### src/rtl/pipelined_carry_select_subtractor_pkg.sv
// Shared defaults and helpers for the pipelined carry-select subtractor.
package pipelined_carry_select_subtractor_pkg;

  localparam int DEFAULT_N = 16;
  localparam int DEFAULT_B = 4;

  // One pipeline stage per B-bit block.
  function automatic int calc_stages(input int n, input int b);
    return (b > 0) ? (n / b) : 1;
  endfunction

endpackage

### src/rtl/pipelined_carry_select_subtractor_csel.sv
// Combinational carry-select block: computes a + ~b + cin for one B-bit slice.
// Both carry-in cases are evaluated up front so the late-arriving cin only
// drives a 2:1 mux.
module csel_sub_block #(
  parameter int B = 4
) (
  input  logic [B-1:0] a,
  input  logic [B-1:0] b,
  input  logic         cin,
  output logic [B-1:0] sum,
  output logic         cout
);

  logic [B-1:0] nb;

  assign nb = ~b;

  // Two ripple-carry adders: instance 0 assumes carry-in 0, instance 1 assumes 1.
  for (genvar gi = 0; gi < 2; gi++) begin : g_rca
    logic [B-1:0] s;
    logic         c;

    // Ripple the carry bit by bit through the slice.
    always_comb begin
      logic carry;
      carry = (gi == 1);
      s     = '0;
      for (int i = 0; i < B; i++) begin
        s[i]  = a[i] ^ nb[i] ^ carry;
        carry = (a[i] & nb[i]) | (carry & (a[i] ^ nb[i]));
      end
      c = carry;
    end
  end

  assign sum  = cin ? g_rca[1].s : g_rca[0].s;
  assign cout = cin ? g_rca[1].c : g_rca[0].c;

endmodule

### src/rtl/pipelined_carry_select_subtractor.sv
// Pipelined N-bit subtractor (a - b = a + ~b + 1), one B-bit carry-select
// block per stage, with a valid/ready stream interface plus borrow and
// signed-overflow flags. Operand blocks are skewed in and result blocks
// deskewed out so every operation leaves the pipe as one aligned word.
module pipelined_carry_select_subtractor
  import pipelined_carry_select_subtractor_pkg::*;
#(
  parameter int N = DEFAULT_N,
  parameter int B = DEFAULT_B
) (
  input  logic         clk,
  input  logic         rst,
  input  logic         in_valid,
  output logic         in_ready,
  input  logic [N-1:0] a,
  input  logic [N-1:0] b,
  output logic         out_valid,
  input  logic         out_ready,
  output logic [N-1:0] diff,
  output logic         bout,
  output logic         ovf
);

  localparam int STAGES = calc_stages(N, B);

  if ((N % B) != 0) begin : g_bad_width
    $error("pipelined_carry_select_subtractor: N must be an integer multiple of B");
  end

  logic              en;
  logic [STAGES-1:0] valid_reg;
  logic [STAGES-1:0] a_msb_reg;
  logic [STAGES-1:0] b_msb_reg;
  logic [STAGES-1:0] carry_reg;
  logic [B-1:0]      sum_reg [STAGES];
  logic [B-1:0]      blk_a   [STAGES];
  logic [B-1:0]      blk_b   [STAGES];
  logic              blk_cin [STAGES];
  logic [B-1:0]      sel_sum [STAGES];
  logic [STAGES-1:0] sel_cout;
  logic [B-1:0]      out_blk [STAGES];
  logic [N-1:0]      diff_w;

  // A single global enable: the whole pipe advances only when the output
  // slot is empty or being drained this cycle.
  assign en        = ~valid_reg[STAGES-1] | out_ready;
  assign in_ready  = en;
  assign out_valid = valid_reg[STAGES-1];

  for (genvar gi = 0; gi < STAGES; gi++) begin : g_stage
    if (gi == 0) begin : g_head
      // Block 0 is resolved in the accept cycle; its carry-in is the +1.
      assign blk_a[gi]   = a[gi*B +: B];
      assign blk_b[gi]   = b[gi*B +: B];
      assign blk_cin[gi] = 1'b1;
    end else begin : g_skew
      logic [B-1:0] a_dly [gi];
      logic [B-1:0] b_dly [gi];

      // Delay this block's operands by gi cycles so they meet the carry
      // coming out of stage gi-1.
      always_ff @(posedge clk or posedge rst) begin
        if (rst) begin
          for (int j = 0; j < gi; j++) begin
            a_dly[j] <= '0;
            b_dly[j] <= '0;
          end
        end else if (en) begin
          a_dly[0] <= a[gi*B +: B];
          b_dly[0] <= b[gi*B +: B];
          for (int j = 1; j < gi; j++) begin
            a_dly[j] <= a_dly[j-1];
            b_dly[j] <= b_dly[j-1];
          end
        end
      end

      assign blk_a[gi]   = a_dly[gi-1];
      assign blk_b[gi]   = b_dly[gi-1];
      assign blk_cin[gi] = carry_reg[gi-1];
    end

    csel_sub_block #(.B(B)) u_blk (
      .a    (blk_a[gi]),
      .b    (blk_b[gi]),
      .cin  (blk_cin[gi]),
      .sum  (sel_sum[gi]),
      .cout (sel_cout[gi])
    );

    localparam int DESKEW = STAGES - 1 - gi;

    if (DESKEW == 0) begin : g_last
      assign out_blk[gi] = sum_reg[gi];
    end else begin : g_deskew
      logic [B-1:0] res_dly [DESKEW];

      // Hold early result blocks back until the top block catches up.
      always_ff @(posedge clk or posedge rst) begin
        if (rst) begin
          for (int j = 0; j < DESKEW; j++) begin
            res_dly[j] <= '0;
          end
        end else if (en) begin
          res_dly[0] <= sum_reg[gi];
          for (int j = 1; j < DESKEW; j++) begin
            res_dly[j] <= res_dly[j-1];
          end
        end
      end

      assign out_blk[gi] = res_dly[DESKEW-1];
    end
  end

  // Per-stage state: valid bits, operand sign bits riding along for the
  // overflow flag, and the selected sum/carry of each block.
  always_ff @(posedge clk or posedge rst) begin
    if (rst) begin
      valid_reg <= '0;
      a_msb_reg <= '0;
      b_msb_reg <= '0;
      carry_reg <= '0;
      for (int k = 0; k < STAGES; k++) begin
        sum_reg[k] <= '0;
      end
    end else if (en) begin
      valid_reg[0] <= in_valid;
      a_msb_reg[0] <= a[N-1];
      b_msb_reg[0] <= b[N-1];
      for (int k = 1; k < STAGES; k++) begin
        valid_reg[k] <= valid_reg[k-1];
        a_msb_reg[k] <= a_msb_reg[k-1];
        b_msb_reg[k] <= b_msb_reg[k-1];
      end
      for (int k = 0; k < STAGES; k++) begin
        sum_reg[k] <= sel_sum[k];
      end
      carry_reg <= sel_cout;
    end
  end

  // Reassemble the aligned result blocks into one word.
  always_comb begin
    diff_w = '0;
    for (int k = 0; k < STAGES; k++) begin
      diff_w[k*B +: B] = out_blk[k];
    end
  end

  assign diff = diff_w;
  // Flags are qualified by out_valid so they read 0 out of reset and on bubbles.
  assign bout = out_valid & ~carry_reg[STAGES-1];
  assign ovf  = out_valid & (a_msb_reg[STAGES-1] ^ b_msb_reg[STAGES-1])
                          & (diff_w[N-1] ^ a_msb_reg[STAGES-1]);

endmodule

### config.mk
export PLATFORM = sky130hd
export DESIGN_NAME = pipelined_carry_select_subtractor
export DESIGN_NICKNAME = d
export VERILOG_FILES = /design/src/rtl/pipelined_carry_select_subtractor_pkg.sv /design/src/rtl/pipelined_carry_select_subtractor_csel.sv /design/src/rtl/pipelined_carry_select_subtractor.sv
export SDC_FILE = /design/constraint.sdc
export NUM_CORES = 1
export LEC_CHECK = 0
export CAP_MARGIN = 20
export CORE_MARGIN = 8
export CORE_UTILIZATION = 55
export DETAILED_ROUTE_END_ITERATION = 16
export GPL_TIMING_DRIVEN = 0
export MAX_ROUTING_LAYER = met4
export PLACE_DENSITY = 0.87
export SETUP_SLACK_MARGIN = 0.3
export SLEW_MARGIN = 30
export SYNTH_ARGS = -nofsm -noshare
export SYNTH_HDL_FRONTEND = slang
export SYNTH_HIERARCHICAL = 1
export SYNTH_SLANG_ARGS = --single-unit
### constraint.sdc
create_clock -name clk -period 4.3 [get_ports clk]
set_input_delay 0.645 -clock clk [delete_from_list [all_inputs] [get_ports clk]]
set_output_delay 0.645 -clock clk [all_outputs]
set_load 0.01 [all_outputs]
==> impl_results.md <==
* Hold Path Cell Cnt at 1
* Filler instances at between 500 and 600
* Worst vdd ir at about 0.00038 V
* Gpl congestion at between 0.7 and 0.8
* Final nets at between 400 and 500
* Post-CTS sizing at 0
* CP endpoint kind: output pin
* Maximum clock frequency at about 340 MHz
* RSZ-0062 raised after global routing: false
* Post-route DRC at 0
* DP HPWL at ~5100 um
* Max FFs per register at 16
* Synth area leaders: dfrtp_1 57%, mux2_2 23%, fa_1 5.5%
* Cell area after layout at roughly 5200 um2
* Final ANT Viol Nets at 0
* Xor/xnor cell area share of the yosys netlist at less than 1%
* Clock sink count at 98
* Slew Limit Fails at 0
* Clk pwr share at between 10% and 20%
* Yosys warns at 6
* Setup Viol. Count Final at 0
* DR pass1 iterations at 3
* Seq cells post-synth at 98
* Via density at around 4.9
* Total wire length at around 6900 um
* Post-synthesis adder-cell area fraction at around 8%
* Switching Share at a little under a third
* CP required at around 3700 ps
* Post-Synth Simple-Gate Area at 0.980%
* NetSw at between 0.001 and 0.0015 W
* Ports at 56
* Yosys top cell area share at a little under three fifths
* Vias in the first global route at 2,632
* Hold Path Class: flip-flop to flip-flop
* Htree depth at 3
* IO buf count at 55
* Top flop regs: g_stage.g_deskew.res_dly: 16 flops, g_stage.g_skew.a_dly: 14 flops, g_stage.g_skew.b_dly: 14 flops
* Multiplexer share of the synthesized area at between 20% and 30%
* Max clock buf depth at 2
* Cell depth of the worst flop-to-flop path at 9
* Top reg by flops: g_stage.g_deskew.res_dly
* Comb pwr share at 39.9%
* Die outline width at between 100 and 150 um
* Seq pwr share at 44.2%
* Hold-fix buffers at CTS at 0
* Setup Total Neg Slack at 0 ps
* Largest net degree at the start of global routing at 51
* Cts bufs inserted at 9
* FP Rows at 32
* Post-synthesis compound-gate area fraction at 0%
* Antenna violations before repair at 0
* Clock-pin slew on the worst setup and hold paths at around 100 ps
* GRT Util Overall at 14.5%
* Largest family of logic cells by synthesized area: multiplexers
* Yosys cell types at 17
* Crit-path max FO at 10
* Hold Violations, Final at 0
* Sequential area share after synthesis at 56.5%
* Pleak at approximately 2.4 nW
* Dpl cell area at about 5000 um2
* First-pass GRT wire length at roughly 13,000 um
* # diodes at 0
* Yosys top cell by area: dfrtp_1
* Starting Density at between 50% and 60%
* Detailed Route Iter0 Violations at 64
* Setup Buffers After CTS at 0
* Netlist Area Pre-Place at about 4300 um2
* Vias at roughly 2,300
* Outcome: completed
* Pint at roughly 0.0024 W
* Post-Syn Instances at slightly below 300
* Clock skew at between 10 and 15 ps
* Worst Setup Start Kind: input port
* MaxCap Viol Count at 0
* Core ar. at between 7000 and 8000 um2
* Syn avg cell area at around 15 um2
* CTS root buffer: clkbuf_8
* Die area at between 10,000 and 15,000 um2
* Height of the die at between 100 and 150 um
* Later-pin clock latency in the skew report at between 300 and 400 ps
* CP arrival at 2250 ps
* Final hold slack at just under 500 ps
* Final period util at between 60% and 70%
* Syn-to-layout area delta at 20.8%
* GR Overflow Total at 0
* Cell Pwr Density at 675 nW/um2
* Share of layout cells above drive strength 1 at 38.0%
* WS Path Type: input port to output pin
* Wire per inst at ~15 um
* CTS tree: done
* Tmin final at approximately 2900 ps
-- routing by layer --
layer | vias up | global-route usage (%) | part of all wire (%)
li1 | 1066 | - | -
met1 | 1181 | 17.7 | 44
met5 | - | - | 0
met3 | 8 | 4.30 | 3.8
met2 | 38 | 23.3 | 52
met4 | 0 | 3.67 | 0.87
-- cells in the mapped netlist --
| cell | instances |
|---|---|
| dfrtp_1 | 98 |
| mux2_2 | 89 |
| inv_1 | 37 |
| buf_4 | 12 |
| fa_1 | 12 |
| buf_2 | 8 |
| ha_1 | 8 |
| mux2_4 | 8 |
| mux2i_1 | 4 |
| xor2_1 | 4 |
| buf_6 | 3 |
| nand2b_1 | 2 |
| conb_1 | 1 |
| nand2_1 | 1 |
| nand4b_1 | 1 |
| nor2b_1 | 1 |
| or4bb_1 | 1 |
-- worst max-delay path: stages --
cell	delay, ps
clkdlybuf4s50_1	440
nand2b_1	110
buf_6	130
buf_6	170
buf_6	190
clkdlybuf4s50_1	560
-- stage by stage --
stage	util [%]	cells	setup slack, ps	power (W)
global route	68.2	465	1320	0.00384
CTS	68.2	465	1390	0.00360
finish	68.2	465	1400	0.00354
global placement	65.3	448	-216	0.00293
detailed placement	65.7	449	1150	0.00303
floorplan	-	291	1090	0.00254
-- final timing paths --
check                                         startpoint                                      to  slack, ps
min in group asynchronous                            rst  g_stage[3].g_skew.a_dly[9]$_DFFE_PP0P_        670
worst min-delay path            valid_reg[2]$_DFFE_PP0P_                valid_reg[3]$_DFFE_PP0P_        490
worst max register to register      blk_a[0]$_DFFE_PP0P_                    diff[15]$_DFFE_PP0P_       1880
worst max-delay path                           out_ready                                in_ready       1400
worst min register to register  valid_reg[2]$_DFFE_PP0P_                valid_reg[3]$_DFFE_PP0P_        490
max in group asynchronous                            rst  g_stage[1].g_skew.a_dly[3]$_DFFE_PP0P_       3040
-- placed cells by master (no fill, tap or decap), drive strengths merged --
cell type / Yosys / routed
nand2b: 2 / 2
inv: 37 / 42
fa: 12 / 12
dfrtp: 98 / 98
buf: 23 / 24
clkinv: 0 / 2
clkdlybuf4s50: 0 / 55
conb: 1 / 2
clkbuf: 0 / 9
nand2: 1 / 1
ha: 8 / 8
nor2b: 1 / 1
or4bb: 1 / 1
nand4b: 1 / 1
mux2i: 4 / 4
mux2: 97 / 97
xor2: 4 / 4
-- cells by family (layout without fill, tap and decap cells) --
group | count (synthesis) | after routing
muxes | 101 | 101
DFF | 98 | 98
buffers and inverters | 60 | 132
adders and majority gates | 20 | 20
and+or+nand+nor | 6 | 6
xor gates and xnor gates | 4 | 4
other | 1 | 2
-- final cells by class --
cell class	instances	area [um2]	area share, %
clock inverters	7	66.3	1.26
repair buffers	56	578	11.0
multi-input cells	133	1590	30.3
well taps	102	128	2.43
flip-flops and latches	98	2450	46.8
inverters	37	144	2.74
clock buffers	9	124	2.36
plain buffers	23	164	3.13
-- power by group through the flow --
stage	combinational, W	sequential (W)	clock [W]
floorplan	0.00102	0.00152	0
global placement	0.00137	0.00156	0
detailed placement	0.00144	0.00159	0
CTS	0.00145	0.00157	0.000581
global route	0.00159	0.00163	0.000616
finish	0.00141	0.00157	0.000562
Power figures use the tool's default switching activity.
